**src/rtl/dmem_ctrl_if.sv**
```systemverilog
// Requester-side bus of the Y86-64 data-memory controller.
//
// Groups the two requester ports into one bundle:
//   Port M (memory stage): m_req, m_icode, m_valA, m_valE, m_valP in;
//                          m_done, m_valM, m_err, m_stall out.
//   Port L (loader/debug): l_req, l_we, l_addr, l_wdata in;
//                          l_done, l_rdata, l_err out.
// Modports:
//   master - the requesters (pipeline memory stage and loader).
//   slave  - the controller (dmem_ctrl).
interface dmem_ctrl_if;
  logic        m_req;
  logic [3:0]  m_icode;
  logic [63:0] m_valA;
  logic [63:0] m_valE;
  logic [63:0] m_valP;
  logic        m_done;
  logic [63:0] m_valM;
  logic        m_err;
  logic        m_stall;

  logic        l_req;
  logic        l_we;
  logic [63:0] l_addr;
  logic [63:0] l_wdata;
  logic        l_done;
  logic [63:0] l_rdata;
  logic        l_err;

  modport master (
    output m_req, m_icode, m_valA, m_valE, m_valP,
    output l_req, l_we, l_addr, l_wdata,
    input  m_done, m_valM, m_err, m_stall,
    input  l_done, l_rdata, l_err
  );

  modport slave (
    input  m_req, m_icode, m_valA, m_valE, m_valP,
    input  l_req, l_we, l_addr, l_wdata,
    output m_done, m_valM, m_err, m_stall,
    output l_done, l_rdata, l_err
  );
endinterface

```
**src/rtl/dmem_ctrl.sv**
```systemverilog
// Data-memory controller/arbiter for the Y86-64 core.
//
// Shares one external synchronous single-port RAM between the memory stage
// (port M) and the program loader (port L). Decodes the Y86 memory semantics
// of the memory-stage instruction, range-checks word addresses, runs a
// single RAM access per grant and returns data, a done pulse and an error
// flag to the granted requester.
//
// Ports:
//   clk       - clock, rising edge
//   rst_n     - synchronous active-low reset
//   bus       - requester bundle (dmem_ctrl_if.slave), ports M and L
//   ram_en    - RAM enable (one cycle per granted access)
//   ram_we    - RAM write enable
//   ram_addr  - RAM word address
//   ram_wdata - RAM write data
//   ram_rdata - RAM read data, valid the cycle after a read enable
module dmem_ctrl #(
  parameter int DEPTH = 1024,
  parameter int AW    = 10,
  parameter int DW    = 64
) (
  input  logic          clk,
  input  logic          rst_n,
  dmem_ctrl_if.slave    bus,
  output logic          ram_en,
  output logic          ram_we,
  output logic [AW-1:0] ram_addr,
  output logic [DW-1:0] ram_wdata,
  input  logic [DW-1:0] ram_rdata
);

  typedef enum logic [1:0] {IDLE, ISSUE, RESP, DONE} state_t;

  localparam logic        PORT_M    = 1'b0;
  localparam logic        PORT_L    = 1'b1;
  localparam logic [63:0] DEPTH_LIM = 64'(DEPTH);

  state_t        state_reg, state_next;
  logic          rr_last_reg, rr_last_next;
  logic          port_reg, port_next;
  logic          we_reg, we_next;
  logic [AW-1:0] addr_reg, addr_next;
  logic [DW-1:0] wdata_reg, wdata_next;
  logic          err_reg, err_next;

  logic          m_done_reg, l_done_reg, m_err_reg, l_err_reg;
  logic [DW-1:0] m_valm_reg, l_rdata_reg;
  logic          ram_en_reg, ram_we_reg;
  logic [AW-1:0] ram_addr_reg;
  logic [DW-1:0] ram_wdata_reg;

  // Memory-stage decode: what the instruction wants from data memory.
  logic          m_we, m_noop, m_illegal;
  logic [63:0]   m_addr;
  logic [DW-1:0] m_wdata;

  always_comb begin
    m_we      = 1'b0;
    m_noop    = 1'b0;
    m_illegal = 1'b0;
    m_addr    = bus.m_valE;
    m_wdata   = bus.m_valA;
    case (bus.m_icode)
      4'd4, 4'd10: m_we = 1'b1;                     // rmmovq, pushq
      4'd8: begin                                   // call pushes return address
        m_we    = 1'b1;
        m_wdata = bus.m_valP;
      end
      4'd5: m_we = 1'b0;                            // mrmovq
      4'd9, 4'd11: m_addr = bus.m_valA;             // ret, popq read via stack ptr
      4'd0, 4'd1, 4'd2, 4'd3, 4'd6, 4'd7: m_noop = 1'b1;
      default: m_illegal = 1'b1;
    endcase
  end

  // Round-robin: on a tie the port that was not granted last wins.
  logic grant_m, grant_l;
  assign grant_m = bus.m_req & (~bus.l_req | (rr_last_reg == PORT_L));
  assign grant_l = bus.l_req & ~grant_m;

  logic          sel_we, sel_noop, sel_bad;
  logic [63:0]   sel_addr;
  logic [DW-1:0] sel_wdata;

  always_comb begin
    if (grant_m) begin
      sel_we    = m_we;
      sel_noop  = m_noop;
      sel_addr  = m_addr;
      sel_wdata = m_wdata;
      // No-op instructions never touch memory, so their address is not checked.
      sel_bad   = m_illegal | (~m_noop & (m_addr >= DEPTH_LIM));
    end else begin
      sel_we    = bus.l_we;
      sel_noop  = 1'b0;
      sel_addr  = bus.l_addr;
      sel_wdata = bus.l_wdata;
      sel_bad   = (bus.l_addr >= DEPTH_LIM);
    end
  end

  always_comb begin
    state_next   = state_reg;
    rr_last_next = rr_last_reg;
    port_next    = port_reg;
    we_next      = we_reg;
    addr_next    = addr_reg;
    wdata_next   = wdata_reg;
    err_next     = err_reg;
    case (state_reg)
      IDLE: begin
        if (grant_m | grant_l) begin
          port_next    = grant_l ? PORT_L : PORT_M;
          rr_last_next = grant_l ? PORT_L : PORT_M;
          we_next      = sel_we;
          addr_next    = sel_addr[AW-1:0];
          wdata_next   = sel_wdata;
          err_next     = sel_bad;
          state_next   = (sel_bad | sel_noop) ? DONE : ISSUE;
        end
      end
      ISSUE:   state_next = RESP;
      RESP:    state_next = DONE;
      DONE:    state_next = IDLE;
      default: state_next = IDLE;
    endcase
  end

  // Outputs are registered from the state being entered, so they are
  // glitch-free Moore outputs that line up with the state itself.
  always_ff @(posedge clk) begin
    if (!rst_n) begin
      state_reg     <= IDLE;
      rr_last_reg   <= PORT_L;
      port_reg      <= PORT_M;
      we_reg        <= 1'b0;
      addr_reg      <= '0;
      wdata_reg     <= '0;
      err_reg       <= 1'b0;
      m_done_reg    <= 1'b0;
      l_done_reg    <= 1'b0;
      m_err_reg     <= 1'b0;
      l_err_reg     <= 1'b0;
      m_valm_reg    <= '0;
      l_rdata_reg   <= '0;
      ram_en_reg    <= 1'b0;
      ram_we_reg    <= 1'b0;
      ram_addr_reg  <= '0;
      ram_wdata_reg <= '0;
    end else begin
      state_reg   <= state_next;
      rr_last_reg <= rr_last_next;
      port_reg    <= port_next;
      we_reg      <= we_next;
      addr_reg    <= addr_next;
      wdata_reg   <= wdata_next;
      err_reg     <= err_next;

      ram_en_reg <= (state_next == ISSUE);
      ram_we_reg <= (state_next == ISSUE) & we_next;
      if (state_next == ISSUE) begin
        ram_addr_reg  <= addr_next;
        ram_wdata_reg <= wdata_next;
      end

      m_done_reg <= (state_next == DONE) & (port_next == PORT_M);
      l_done_reg <= (state_next == DONE) & (port_next == PORT_L);
      m_err_reg  <= (state_next == DONE) & (port_next == PORT_M) & err_next;
      l_err_reg  <= (state_next == DONE) & (port_next == PORT_L) & err_next;

      // RAM data is valid during RESP; only the owner of a read sees it.
      if ((state_reg == RESP) && !we_reg) begin
        if (port_reg == PORT_L) l_rdata_reg <= ram_rdata;
        else                    m_valm_reg  <= ram_rdata;
      end
    end
  end

  assign bus.m_done  = m_done_reg;
  assign bus.m_err   = m_err_reg;
  assign bus.m_valM  = m_valm_reg;
  assign bus.m_stall = bus.m_req & ~m_done_reg;
  assign bus.l_done  = l_done_reg;
  assign bus.l_err   = l_err_reg;
  assign bus.l_rdata = l_rdata_reg;

  assign ram_en    = ram_en_reg;
  assign ram_we    = ram_we_reg;
  assign ram_addr  = ram_addr_reg;
  assign ram_wdata = ram_wdata_reg;

endmodule

```
**src/flat_wrapper.sv**
```systemverilog
// flat-port wrapper written by rule: the top's interface ports become plain ports
module dmem_ctrl_flat 
#(
  parameter int DEPTH = 1024,
  parameter int AW    = 10,
  parameter int DW    = 64
)
  (clk, rst_n, ram_en, ram_we, ram_addr, ram_wdata, ram_rdata, bus_m_req, bus_m_icode, bus_m_valA, bus_m_valE, bus_m_valP, bus_l_req, bus_l_we, bus_l_addr, bus_l_wdata, bus_m_done, bus_m_valM, bus_m_err, bus_m_stall, bus_l_done, bus_l_rdata, bus_l_err);
  dmem_ctrl_if bus_i ();
  input  logic clk;
  input  logic rst_n;
  output logic ram_en;
  output logic ram_we;
  output logic [AW-1:0] ram_addr;
  output logic [DW-1:0] ram_wdata;
  input  logic [DW-1:0] ram_rdata;
  input wire logic [$bits(bus_i.m_req)-1:0] bus_m_req;
  input wire logic [$bits(bus_i.m_icode)-1:0] bus_m_icode;
  input wire logic [$bits(bus_i.m_valA)-1:0] bus_m_valA;
  input wire logic [$bits(bus_i.m_valE)-1:0] bus_m_valE;
  input wire logic [$bits(bus_i.m_valP)-1:0] bus_m_valP;
  input wire logic [$bits(bus_i.l_req)-1:0] bus_l_req;
  input wire logic [$bits(bus_i.l_we)-1:0] bus_l_we;
  input wire logic [$bits(bus_i.l_addr)-1:0] bus_l_addr;
  input wire logic [$bits(bus_i.l_wdata)-1:0] bus_l_wdata;
  output wire logic [$bits(bus_i.m_done)-1:0] bus_m_done;
  output wire logic [$bits(bus_i.m_valM)-1:0] bus_m_valM;
  output wire logic [$bits(bus_i.m_err)-1:0] bus_m_err;
  output wire logic [$bits(bus_i.m_stall)-1:0] bus_m_stall;
  output wire logic [$bits(bus_i.l_done)-1:0] bus_l_done;
  output wire logic [$bits(bus_i.l_rdata)-1:0] bus_l_rdata;
  output wire logic [$bits(bus_i.l_err)-1:0] bus_l_err;
  assign bus_i.m_req = bus_m_req;
  assign bus_i.m_icode = bus_m_icode;
  assign bus_i.m_valA = bus_m_valA;
  assign bus_i.m_valE = bus_m_valE;
  assign bus_i.m_valP = bus_m_valP;
  assign bus_i.l_req = bus_l_req;
  assign bus_i.l_we = bus_l_we;
  assign bus_i.l_addr = bus_l_addr;
  assign bus_i.l_wdata = bus_l_wdata;
  assign bus_m_done = bus_i.m_done;
  assign bus_m_valM = bus_i.m_valM;
  assign bus_m_err = bus_i.m_err;
  assign bus_m_stall = bus_i.m_stall;
  assign bus_l_done = bus_i.l_done;
  assign bus_l_rdata = bus_i.l_rdata;
  assign bus_l_err = bus_i.l_err;
  dmem_ctrl #(.DEPTH(DEPTH), .AW(AW), .DW(DW)) u_core (.clk(clk), .rst_n(rst_n), .bus(bus_i), .ram_en(ram_en), .ram_we(ram_we), .ram_addr(ram_addr), .ram_wdata(ram_wdata), .ram_rdata(ram_rdata));
endmodule
```
**config.mk**
```make
export PLATFORM = sky130hd
export DESIGN_NAME = dmem_ctrl_flat
export DESIGN_NICKNAME = d
export VERILOG_FILES = /design/src/rtl/dmem_ctrl_if.sv /design/src/rtl/dmem_ctrl.sv /design/src/flat_wrapper.sv
export SDC_FILE = /design/constraint.sdc
export NUM_CORES = 1
export LEC_CHECK = 0
export BUFFER_PORTS_ARGS = -buffer_cell sky130_fd_sc_hd__buf_2
export CAP_MARGIN = 20
export CORE_AREA = 2 2 238 240
export DETAILED_ROUTE_END_ITERATION = 6
export DIE_AREA = 0 0 240 242
export GPL_TIMING_DRIVEN = 1
export SETUP_SLACK_MARGIN = 0.5
export SYNTH_ARGS = -nofsm -noshare
export SYNTH_HDL_FRONTEND = slang
export SYNTH_SLANG_ARGS = --single-unit
```
**constraint.sdc**
```tcl
create_clock -name clk -period 2.7 [get_ports clk]
set_clock_uncertainty 0.05 [all_clocks]
set_input_delay 0.405 -clock clk [delete_from_list [all_inputs] [get_ports clk]]
set_output_delay 0.405 -clock clk [all_outputs]
set_load 0.03 [all_outputs]
```
==> results.md, run 1 <==
* Fin crit share at 0.9087
* Ys async rst share at 0
* Worst-path clk slew at 0.06 ns
* Fill count at 6085
* Worst Tran Pin Value at 0.7644 ns
* CP Capture Type: flop
* Final Hold Vio Count at 0
* Number of H-tree levels at 2
* R2R setup slack at 0.57 ns
* Met1 wire length at 21.52 mm
* DP Area at 16420 um^2
* Starting DRT DRC Count at slightly above 600
* Setup TNS at 0 ns
* CTS tree: built
* Starting Density at 0.2177
* Syn Area/Cell at 8.040 um^2
* EDFF count, synth at 0
* Vias in the first global route at 12360
* IO Port Bufs at 601
* Synth Cell Area at 12130 um^2
* Num Clock Sinks at about 290
* RePlAce Congestion at 0.9110
* Dpl cells at 2811
* Worst hold path class: input pin to flop
* Via density at 4.441
* Share of cells above drive strength 1 at 0.3845
* Ports at 602
* Relative slew slack at 0.4904
* Startpoint types: input pin
* Leak Pwr at 7.806 nW
* Worst EP required at 3.07 ns
* Post-synth cell types at 43
* Max Slew Vio Count at 0
* Fmax at ~0.4 GHz
* ANT nets after route at 0
* Status: finished clean
* WHS at approximately 0.066 ns
* First-pass GRT wire length at 72.87 mm
* Sequential-to-total area share from yosys stat at 0.4752
* CTS Buffer Depth at 3
* Initial DRT Pass Iterations at 5
* RSZ-0062 raised after global routing: yes
* Clock power share at 0.261
* Drc violations at 0
* Core area at 55730 um^2
* Vert. Die Dim at 242 um
* Chip width at 240 um
* Max layer used: met5
* Syn Nets at 1905
* Metal3 WL at 3.373 mm
* Worst skew pair latency at roughly 0.53 ns
* Switching Fraction at 0.4027
* Comb pwr share at 0.423
* Die Footprint at around 58000 um^2
* Non-filler cells, final at 2882
* Root buf cell: clkbuf_16
* Routed length per placed instance at between 15 and 20 um
* Max IR drop VDD at 0.6921 mV
* Row Count at between 80 and 90
* #FFs+latches synth at 288
* Post-CTS Hold Buffers at 0
* Nets at 2493
* Total gr overflow at 0
* Synth warn at 0
* Total CTS buffers at 35
* Finished Core Util at 0.3182
* Synthesis-to-finish area growth at 46.18%
* Post-Layout Inst Area at between 15000 and 20000 um^2
* Kind of critical path: input pin to flop
* Max FO, Critical Path at 10
* Antenna violations before repair at 10
* Metal2 WL at 22.92 mm
* Int Power at 0.01048 W
* Most frequent cells in the layout: buf_2, nand2_1, dfxtp_1, a21oi_1, nor2_1
* Max-cap violations at 0
* Gr usage total at 0.1628
* Pin count of the biggest net entering global routing at about 100
* Synth Instances at 1509
* Final Critical Period at 2.454 ns
* Via Count at 12800
* Final setup viols at 0
* Main synth FF type: dfxtp_1
* Pwr Density at 989.0 nW/um^2
* Critical path arrival at ~2.8 ns
* Drt total wl at 49.28 mm
* Reg power frac at 0.316
* Most common cell after layout, fill and taps aside: buf_2
* HPWL Detailed at 35.74 mm
* Net switching power at 0.007064 W
==> Yosys cell counts (2+ instances only) <==
cell type | n | share of area
nand4_1 | 7 | 0.0036
a211oi_1 | 66 | 0.041
clkbuf_1 | 91 | 0.028
and3_1 | 2 | 0.0010
dfxtp_1 | 288 | 0.48
nor3_1 | 6 | 0.0025
a31o_2 | 64 | 0.046
buf_1 | 15 | 0.0046
buf_4 | 8 | 0.0050
inv_1 | 5 | 0.0015
buf_2 | 17 | 0.0070
mux2i_1 | 75 | 0.062
ha_1 | 3 | 0.0031
nor2_1 | 160 | 0.050
o21ai_1 | 3 | 0.0012
nor4_1 | 38 | 0.020
nand3b_1 | 2 | 0.0012
o21a_1 | 2 | 0.0012
a31o_1 | 10 | 0.0072
nor2b_1 | 2 | 0.0010
nand2_1 | 343 | 0.11
nand3_1 | 2 | 0.00083
a221oi_1 | 10 | 0.0072
a21oi_1 | 271 | 0.11
==> metal layers <==
layer	GRT usage	vias up
met3	0.03669	81
met2	0.2704	417
li1	-	6445
met4	0.05846	4
met1	0.2056	5853
met5	0	-
==> critical path: stages <==
cell      delay (ns)
buf_2           0.12
nor4_4          0.37
buf_6           0.19
nand4_1         0.29
nor3_4          0.35
o221ai_2        0.17
o211ai_4        0.22
buf_12          0.20
buf_4           0.19
a21oi_1         0.07
a31o_2          0.23
==> final timing paths <==
kind | end | from | depth (start not counted)
worst max register to register | u_core.ram_wdata[37] | u_core.rr_last_reg | 9
worst min register to register | u_core.bus.l_rdata[6] | u_core.bus.l_rdata[6] | 2
worst max-delay path | u_core.ram_wdata[5] | bus_m_valA[29] | 11
worst min-delay path | u_core.bus.l_rdata[53] | ram_rdata[53] | 3
==> cell families after synthesis <==
family                     count (synthesis)  synth area share
adders and majority gates                  3          0.003094
buffers and inverters                    137           0.04661
muxes                                     75           0.06187
AOI/OAI and AO/OA                        435            0.2219
and+or+nand+nor                          571            0.1913
DFF                                      288            0.4752
==> power groups by stage <==
stage | combinational, W | clock [W] | sequential (W)
global route | 0.00806 | 0.00492 | 0.00565
detailed placement | 0.00691 | 0 | 0.00564
CTS | 0.00750 | 0.00479 | 0.00556
global placement | 0.00692 | 0 | 0.00562
floorplan | 0.00320 | 0 | 0.00678
finish | 0.00741 | 0.00458 | 0.00555
==> metrics by stage <==
| stage | power [W] | worst slack (ns) |
|---|---|---|
| after CTS | 0.01784 | 0.3095 |
| after global placement | 0.01254 | -0.6985 |
| after floorplan | 0.009975 | 0.5070 |
| after global routing | 0.01863 | 0.2091 |
| final | 0.01754 | 0.2465 |
| after detailed placement | 0.01255 | -0.6376 |
==> timing repair <==
action	in CTS	in global routing
resized for setup	12	1
pin swaps	3	2
endpoints found under the setup margin	82	81
buffers inserted	2	0
cloned	3	0
==> final cells by class <==
type	count	area, um^2	share of cell area
multi-input combinational	1084	5911	0.3333
sequential	288	5766	0.3251
timing repair buffer	682	3965	0.2236
clock buffer	53	1023	0.05771
tap	756	945.9	0.05333
clock inverter	9	87.58	0.004938
inverter	6	27.53	0.001552
antenna	4	10.01	0.0005644
Power figures use the tool's default switching activity.
==> run 2, diff against run 1 <==
clock period = 2.3 ns   (was 2.7 ns; I/O delays follow)
==> results.md, run 2 (synthesized netlist as in run 1, its figures left out) <==
* Die Footprint at 58080 um^2 (unchanged)
* CTS tree: built
* Most frequent cells in the layout: buf_2, nand2_1, dfxtp_1, a21oi_1, nor2_1
* Final Hold Vio Count at 0 (unchanged)
* Metal2 WL at 23.54 mm (+2.7%)
* Clock power share at 0.260 (about the same)
* Reg power frac at 0.303 (-0.013)
* IO Port Bufs at 601 (unchanged)
* Worst Slack Setup Final at -0.01870 ns (-0.2652 ns)
* Max layer used: met4
* Metal3 WL at 3.174 mm (-5.9%)
* Fin crit share at 1.008
* Status: finished, violations left
* Total gr overflow at 0 (unchanged)
* DP Area at 16800 um^2 (+2.3%)
* Net switching power at 0.008517 W (+21%)
* Worst-path clk slew at 0.05 ns (about the same)
* Most common cell after layout, fill and taps aside: buf_2
* ANT nets after route at 0 (unchanged)
* Row Count at 87 (unchanged)
* Starting Density at 0.2177 (unchanged)
* Final setup viols at 18 (+18)
* Int Power at 0.01297 W (+24%)
* RePlAce Congestion at 0.8693 (-4.6%)
* Worst EP required at 2.66 ns (-0.41 ns)
* Worst Tran Pin Value at 0.5163 ns (-0.2481 ns)
* Max IR drop VDD at 0.6918 mV (about the same)
* Final Critical Period at 2.319 ns
* Max FO, Critical Path at 28 (+18)
* Failing checks: setup timing
* Initial DRT Pass Iterations at 5 (unchanged)
* Via density at 4.462 (+0.46%)
* Setup TNS at -0.1815 ns (-0.1815 ns)
* Root buf cell: clkbuf_16
* Max-cap violations at 0 (unchanged)
* Share of cells above drive strength 1 at 0.4067 (+0.02211)
* Routed length per placed instance at 16.24 um (-5.0%)
* Switching Fraction at 0.3964 (-0.006265)
* Gr usage total at 0.1577 (-0.005160)
* Pin count of the biggest net entering global routing at 85 (-16%)
* Total CTS buffers at 35 (unchanged)
* RSZ-0062 raised after global routing: yes
* Starting DRT DRC Count at 671 (+8.1%)
* Nets at 2597 (+4.2%)
* Via Count at 13300 (+3.9%)
* Fill count at 5955 (-2.1%)
* Pwr Density at 1127 nW/um^2 (+14%)
* CTS Buffer Depth at 3 (unchanged)
* Kind of critical path: input pin to flop
* Ports at 602 (unchanged)
* Vias in the first global route at 12840 (+3.9%)
* First-pass GRT wire length at 71.84 mm (-1.4%)
* Relative slew slack at 0.6527 (+0.1622)
* Post-Layout Inst Area at 19070 um^2 (+7.5%)
* Leak Pwr at 8.319 nW (+6.6%)
* HPWL Detailed at 35.55 mm (-0.53%)
* CP Capture Type: flop
* Number of H-tree levels at 2 (unchanged)
* Synthesis-to-finish area growth at 57.17%
* Chip width at 240 um (unchanged)
* Startpoint types: input pin
* Core area at 55730 um^2 (unchanged)
* Worst skew pair latency at 0.52 ns (about the same)
* Antenna violations before repair at 3 (-7)
* Comb pwr share at 0.437 (+0.014)
* Vert. Die Dim at 242 um (unchanged)
* Drc violations at 0 (unchanged)
* Num Clock Sinks at 288 (unchanged)
* Fmax at approximately 0.43 GHz
* Max Slew Vio Count at 0 (unchanged)
* Critical path arrival at 2.68 ns (-0.14 ns)
* Met1 wire length at 19.68 mm (-8.5%)
* Worst hold path class: input pin to flop
* Drt total wl at 48.39 mm (-1.8%)
==> run 2: changes by cell type in the layout (fill, tap and decap cells not counted), moves of 4 or more <==
cell / change
dlygate4sd3_1: +64
clkbuf_16: +5
inv_6: -4
a21oi_1: -23
a21oi_2: +22
a211oi_1: -9
buf_6: +8
nor2_1: -5
a211oi_2: +9
clkbuf_1: -5
nor2_2: +4
buf_12: +7
buf_4: +26
==> run 2: critical path, stage by stage <==
cell      delay, ns
buf_6          0.10
nor4_4         0.36
buf_6          0.19
nand4_1        0.28
nor3_2         0.29
o221ai_2       0.17
o211ai_4       0.26
buf_12         0.19
buf_12         0.18
a21oi_1        0.08
a31o_2         0.22
==> run 2: final timing paths <==
check                             start               endpoint  slack [ns]  cells after the start
hold reg to reg   u_core.bus.m_valM[34]  u_core.bus.m_valM[34]        0.40                      2
setup / recovery         bus_m_valA[30]   u_core.ram_wdata[55]       -0.02                     11
hold / removal            bus_l_addr[2]     u_core.addr_reg[2]        0.09                      3
setup reg to reg    u_core.state_reg[1]    u_core.ram_wdata[9]        0.15                      9
==> run 2: timing repair <==
action / CTS / global route
endpoints found under the setup margin: 134 / 179
resized for setup: 44 / 28
hold buffers: 64 / 0
endpoints found under the hold margin: 116 / 0
pin swaps: 11 / 15
setup buffers: 3 / 2
cloned: 1 / 3
==> run 2: stage by stage <==
step	setup WS, ns	std cells	hold WS [ns]	utilization	power, W
floorplan	0.2146	1509	0.4130	-	0.01174
detailed placement	-0.8792	2847	0.3930	0.3014	0.01500
CTS	-0.03560	2974	0.04093	0.3384	0.02127
global route	-0.09985	2980	0.07021	0.3422	0.02273
finish	-0.01870	2980	0.08897	0.3422	0.02148
global placement	-0.8700	2847	0.3899	0.3014	0.01495
==> run 2: area by class of cell <==
class,count,area (um^2),share of cell area
diodes,1,2.502,0.0001312
well taps,756,945.9,0.04960
clock inverters,8,100.1,0.005249
multi-input cells,1084,6148,0.3224
clock buffers,51,1069,0.05603
repair buffers,786,5011,0.2628
flip-flops and latches,288,5766,0.3023
inverters,6,27.53,0.001443
==> run 2: power groups by stage <==
stage	clock network [W]	logic (W)	registers, W
3_3_place_gp	0	0.00836	0.00658
6_report	0.00558	0.00940	0.00651
3_5_place_dp	0	0.00839	0.00661
5_1_grt	0.00598	0.0101	0.00663
4_1_cts	0.00578	0.00898	0.00651
2_1_floorplan	0	0.00379	0.00795
==> run 2: layer usage <==
| metal | up-vias | global-route usage |
|---|---|---|
| met4 | 0 | 0.06814 |
| met1 | 6110 | 0.1845 |
| met2 | 446 | 0.2741 |
| met3 | 95 | 0.03555 |
| li1 | 6645 | - |
| met5 | - | 0 |
==> run 3, diff against run 2 <==
--- a/config.mk
+++ b/config.mk
@@ -9,5 +9,5 @@
 export CAP_MARGIN = 20
-export CORE_AREA = 2 2 238 240
+export CORE_AREA = 5 5 234 236
 export DETAILED_ROUTE_END_ITERATION = 6
-export DIE_AREA = 0 0 240 242
+export DIE_AREA = 0 0 239 241
 export GPL_TIMING_DRIVEN = 1
==> constraint.sdc (replaced) <==
create_clock -name clk -period 2.3 [get_ports clk]
set_clock_uncertainty 0.05 [all_clocks]
set_input_delay 0.115 -clock clk [delete_from_list [all_inputs] [get_ports clk]]
set_output_delay 0.115 -clock clk [all_outputs]
set_load 0.03 [all_outputs]
==> results.md, run 3 (synthesized netlist as in run 1, its figures left out) <==
* Kind of critical path: flop to flop
* Starting DRT DRC Count at 838 (+25%)
* Max IR drop VDD at 0.7309 mV (+5.6%)
* Via Count at 14180 (+6.7%)
* CTS tree: built
* Worst skew pair latency at 0.53 ns (about the same)
* Clock power share at 0.243 (-0.017)
* Critical path arrival at 2.42 ns (-0.26 ns)
* Final Total Pwr at 0.02357 W (+9.7%)
* Ports at 602 (unchanged)
* First-pass GRT wire length at 79.24 mm (+10%)
* Drt total wl at 56.91 mm (+18%)
* Synthesis-to-finish area growth at 64.19%
* HPWL Detailed at 38.95 mm (+9.6%)
* RSZ-0062 raised after global routing: yes
* Int Power at 0.01414 W (+9.0%)
* Die Footprint at 57600 um^2 (-0.83%)
* Total gr overflow at 0 (unchanged)
* Initial DRT Pass Iterations at 5 (unchanged)
* Most common cell after layout, fill and taps aside: buf_2
* Fin crit share at 0.8682 (-0.1399)
* Max Slew Vio Count at 0 (unchanged)
* Final Hold Vio Count at 0 (unchanged)
* Antenna violations before repair at 6 (+3)
* Multi-input gate area at 6366 um^2 (+3.5%)
* Buf/Inv on CP at 4 (unchanged)
* Fill count at 5254 (-12%)
* Vias in the first global route at 14010 (+9.1%)
* Row Count at 84 (-3.4%)
* Critical path's slowest cell: dfxtp_2
* Vert. Die Dim at 241 um (-0.41%)
* Gr usage total at 0.1739 (+0.01620)
* WHS at 0.03000 ns (-0.05897 ns)
* IO Port Bufs at 601 (unchanged)
* Worst Tran Pin Value at 0.4498 ns (-0.06641 ns)
* Starting Density at 0.2323 (+0.01458)
* Worst EP required at 2.73 ns (+0.07 ns)
* Worst hold path class: input pin to flop
* Num Clock Sinks at 288 (unchanged)
* Final setup viols at 0 (-18)
* Max FO, Critical Path at 6 (-79%)
* Net switching power at 0.009431 W (+11%)
* Max-cap violations at 0 (unchanged)
* Worst-path clk slew at 0.06 ns (about the same)
* CP Capture Type: flop
* Pin count of the biggest net entering global routing at 86 (+1.2%)
* Startpoint types: flop
* Nets at 2638 (+1.6%)
* ANT nets after route at 0 (unchanged)
* Share of cells above drive strength 1 at 0.3987 (-0.007982)
* Pwr Density at 1183 nW/um^2 (+5.0%)
* Most frequent cells in the layout: buf_2, nand2_1, dfxtp_1, a21oi_1, nor2_1
* RePlAce Congestion at 0.9564 (+10%)
* Leak Pwr at 8.651 nW (+4.0%)
* Largest stage delay on the critical path at 0.33 ns (-0.03 ns)
* Register area at 5769 um^2 (about the same)
* Delay-heaviest family, CP: compound AO/OA/AOI/OAI gates
* Number of H-tree levels at 2 (unchanged)
* Comb pwr share at 0.479 (+0.042)
* Switching Fraction at 0.4002 (+0.003740)
* Final Critical Period at 1.997 ns (-0.3218 ns)
* CP cell instances: inv_2 -> or3_4 -> o311a_4 -> o211ai_1 -> o211ai_4 -> buf_8 -> buf_12 -> clkbuf_16 -> a21oi_4 -> a31o_4
* Reg power frac at 0.278 (-0.025)
* Fmax at 0.5008 GHz (+16%)
* Root buf cell: clkbuf_16
* Routed length per placed instance at 19.24 um (+18%)
* Drc violations at 0 (unchanged)
* Via density at 4.795 (+7.5%)
* Core area at 52240 um^2 (-6.3%)
* Relative slew slack at 0.6983 (+0.04564)
* CTS Buffer Depth at 3 (unchanged)
* Status: finished clean
* Total CTS buffers at 35 (unchanged)
* Chip width at 239 um (-0.42%)
run 3: changes by cell type in the layout (fill, tap and decap cells not counted), moves of 4 or more:
cell	previous run	this run
dlygate4sd3_1	64	115
a31o_2	64	52
nor4_4	3	7
buf_4	84	60
a31o_4	0	12
a21oi_2	22	17
a21oi_4	2	8
diode_2	1	5
clkbuf_16	40	44
buf_16	1	9
run 3: worst reg2reg max path: stages, from the launching register on:
cell and delay (ns):
dfxtp_2 0.33, inv_2 0.05, or3_4 0.33, o311a_4 0.13, o211ai_1 0.14, o211ai_4 0.16
buf_8 0.18, buf_12 0.14, clkbuf_16 0.16, a21oi_4 0.16, a31o_4 0.11
run 3: what timing repair did:
| item | CTS | global route |
|---|---|---|
| hold buffers | 115 | 0 |
| endpoints found under the setup margin | 206 | 158 |
| endpoints found under the hold margin | 180 | 0 |
| pin swaps | 11 | 9 |
| resized for setup | 56 | 60 |
| cloned | 9 | 9 |
| setup buffers | 14 | 3 |
run 3: cell type report:
type	instances	area share
diodes	5	0.0006281
clock buffers	50	0.05081
clock inverters	10	0.008731
inverters	6	0.001507
multi-input cells	1084	0.3196
flip-flops and latches	288	0.2896
well taps	688	0.04321
repair buffers	827	0.2859
run 3: final timing paths:
| kind | slack (ns) | end | cells after the start | startpoint |
|---|---|---|---|---|
| max | 0.30 | u_core.ram_wdata[56] | 10 | u_core.state_reg[1] |
| min | 0.03 | u_core.wdata_reg[48] | 5 | bus_l_wdata[48] |
| max reg2reg | 0.30 | u_core.ram_wdata[56] | 10 | u_core.state_reg[1] |
| min reg2reg | 0.40 | u_core.bus.m_valM[14] | 2 | u_core.bus.m_valM[14] |
run 3: per-stage QoR:
step           setup WS [ns]  utilization  instances  TNS (ns)  area, um^2
6_report              0.3031       0.3814       2958         0       19920
4_1_cts               0.2928       0.3710       2941         0       19380
3_3_place_gp         -0.4030       0.3129       2743    -29.10       16350
2_1_floorplan         0.4446            -       1509         0       12190
3_5_place_dp         -0.4559       0.3129       2743    -33.22       16350
5_1_grt               0.2061       0.3814       2958         0       19920
run 3: routing by layer:
| layer | part of all wire | wire length, um | track usage |
|---|---|---|---|
| met1 | 0.40 | 22860 | 0.2103 |
| met2 | 0.50 | 28360 | 0.3053 |
| met3 | 0.064 | 3622 | 0.03302 |
| met4 | 0.036 | 2063 | 0.07021 |
| met5 | 0 | 0 | 0 |
run 3: power groups by stage:
stage	combinational [W]	clock, W	sequential [W]
final	0.0113	0.00572	0.00656
after global routing	0.0120	0.00605	0.00666
after CTS	0.0102	0.00588	0.00655
after detailed placement	0.00808	0	0.00664
after global placement	0.00796	0	0.00661
after floorplan	0.00380	0	0.00795
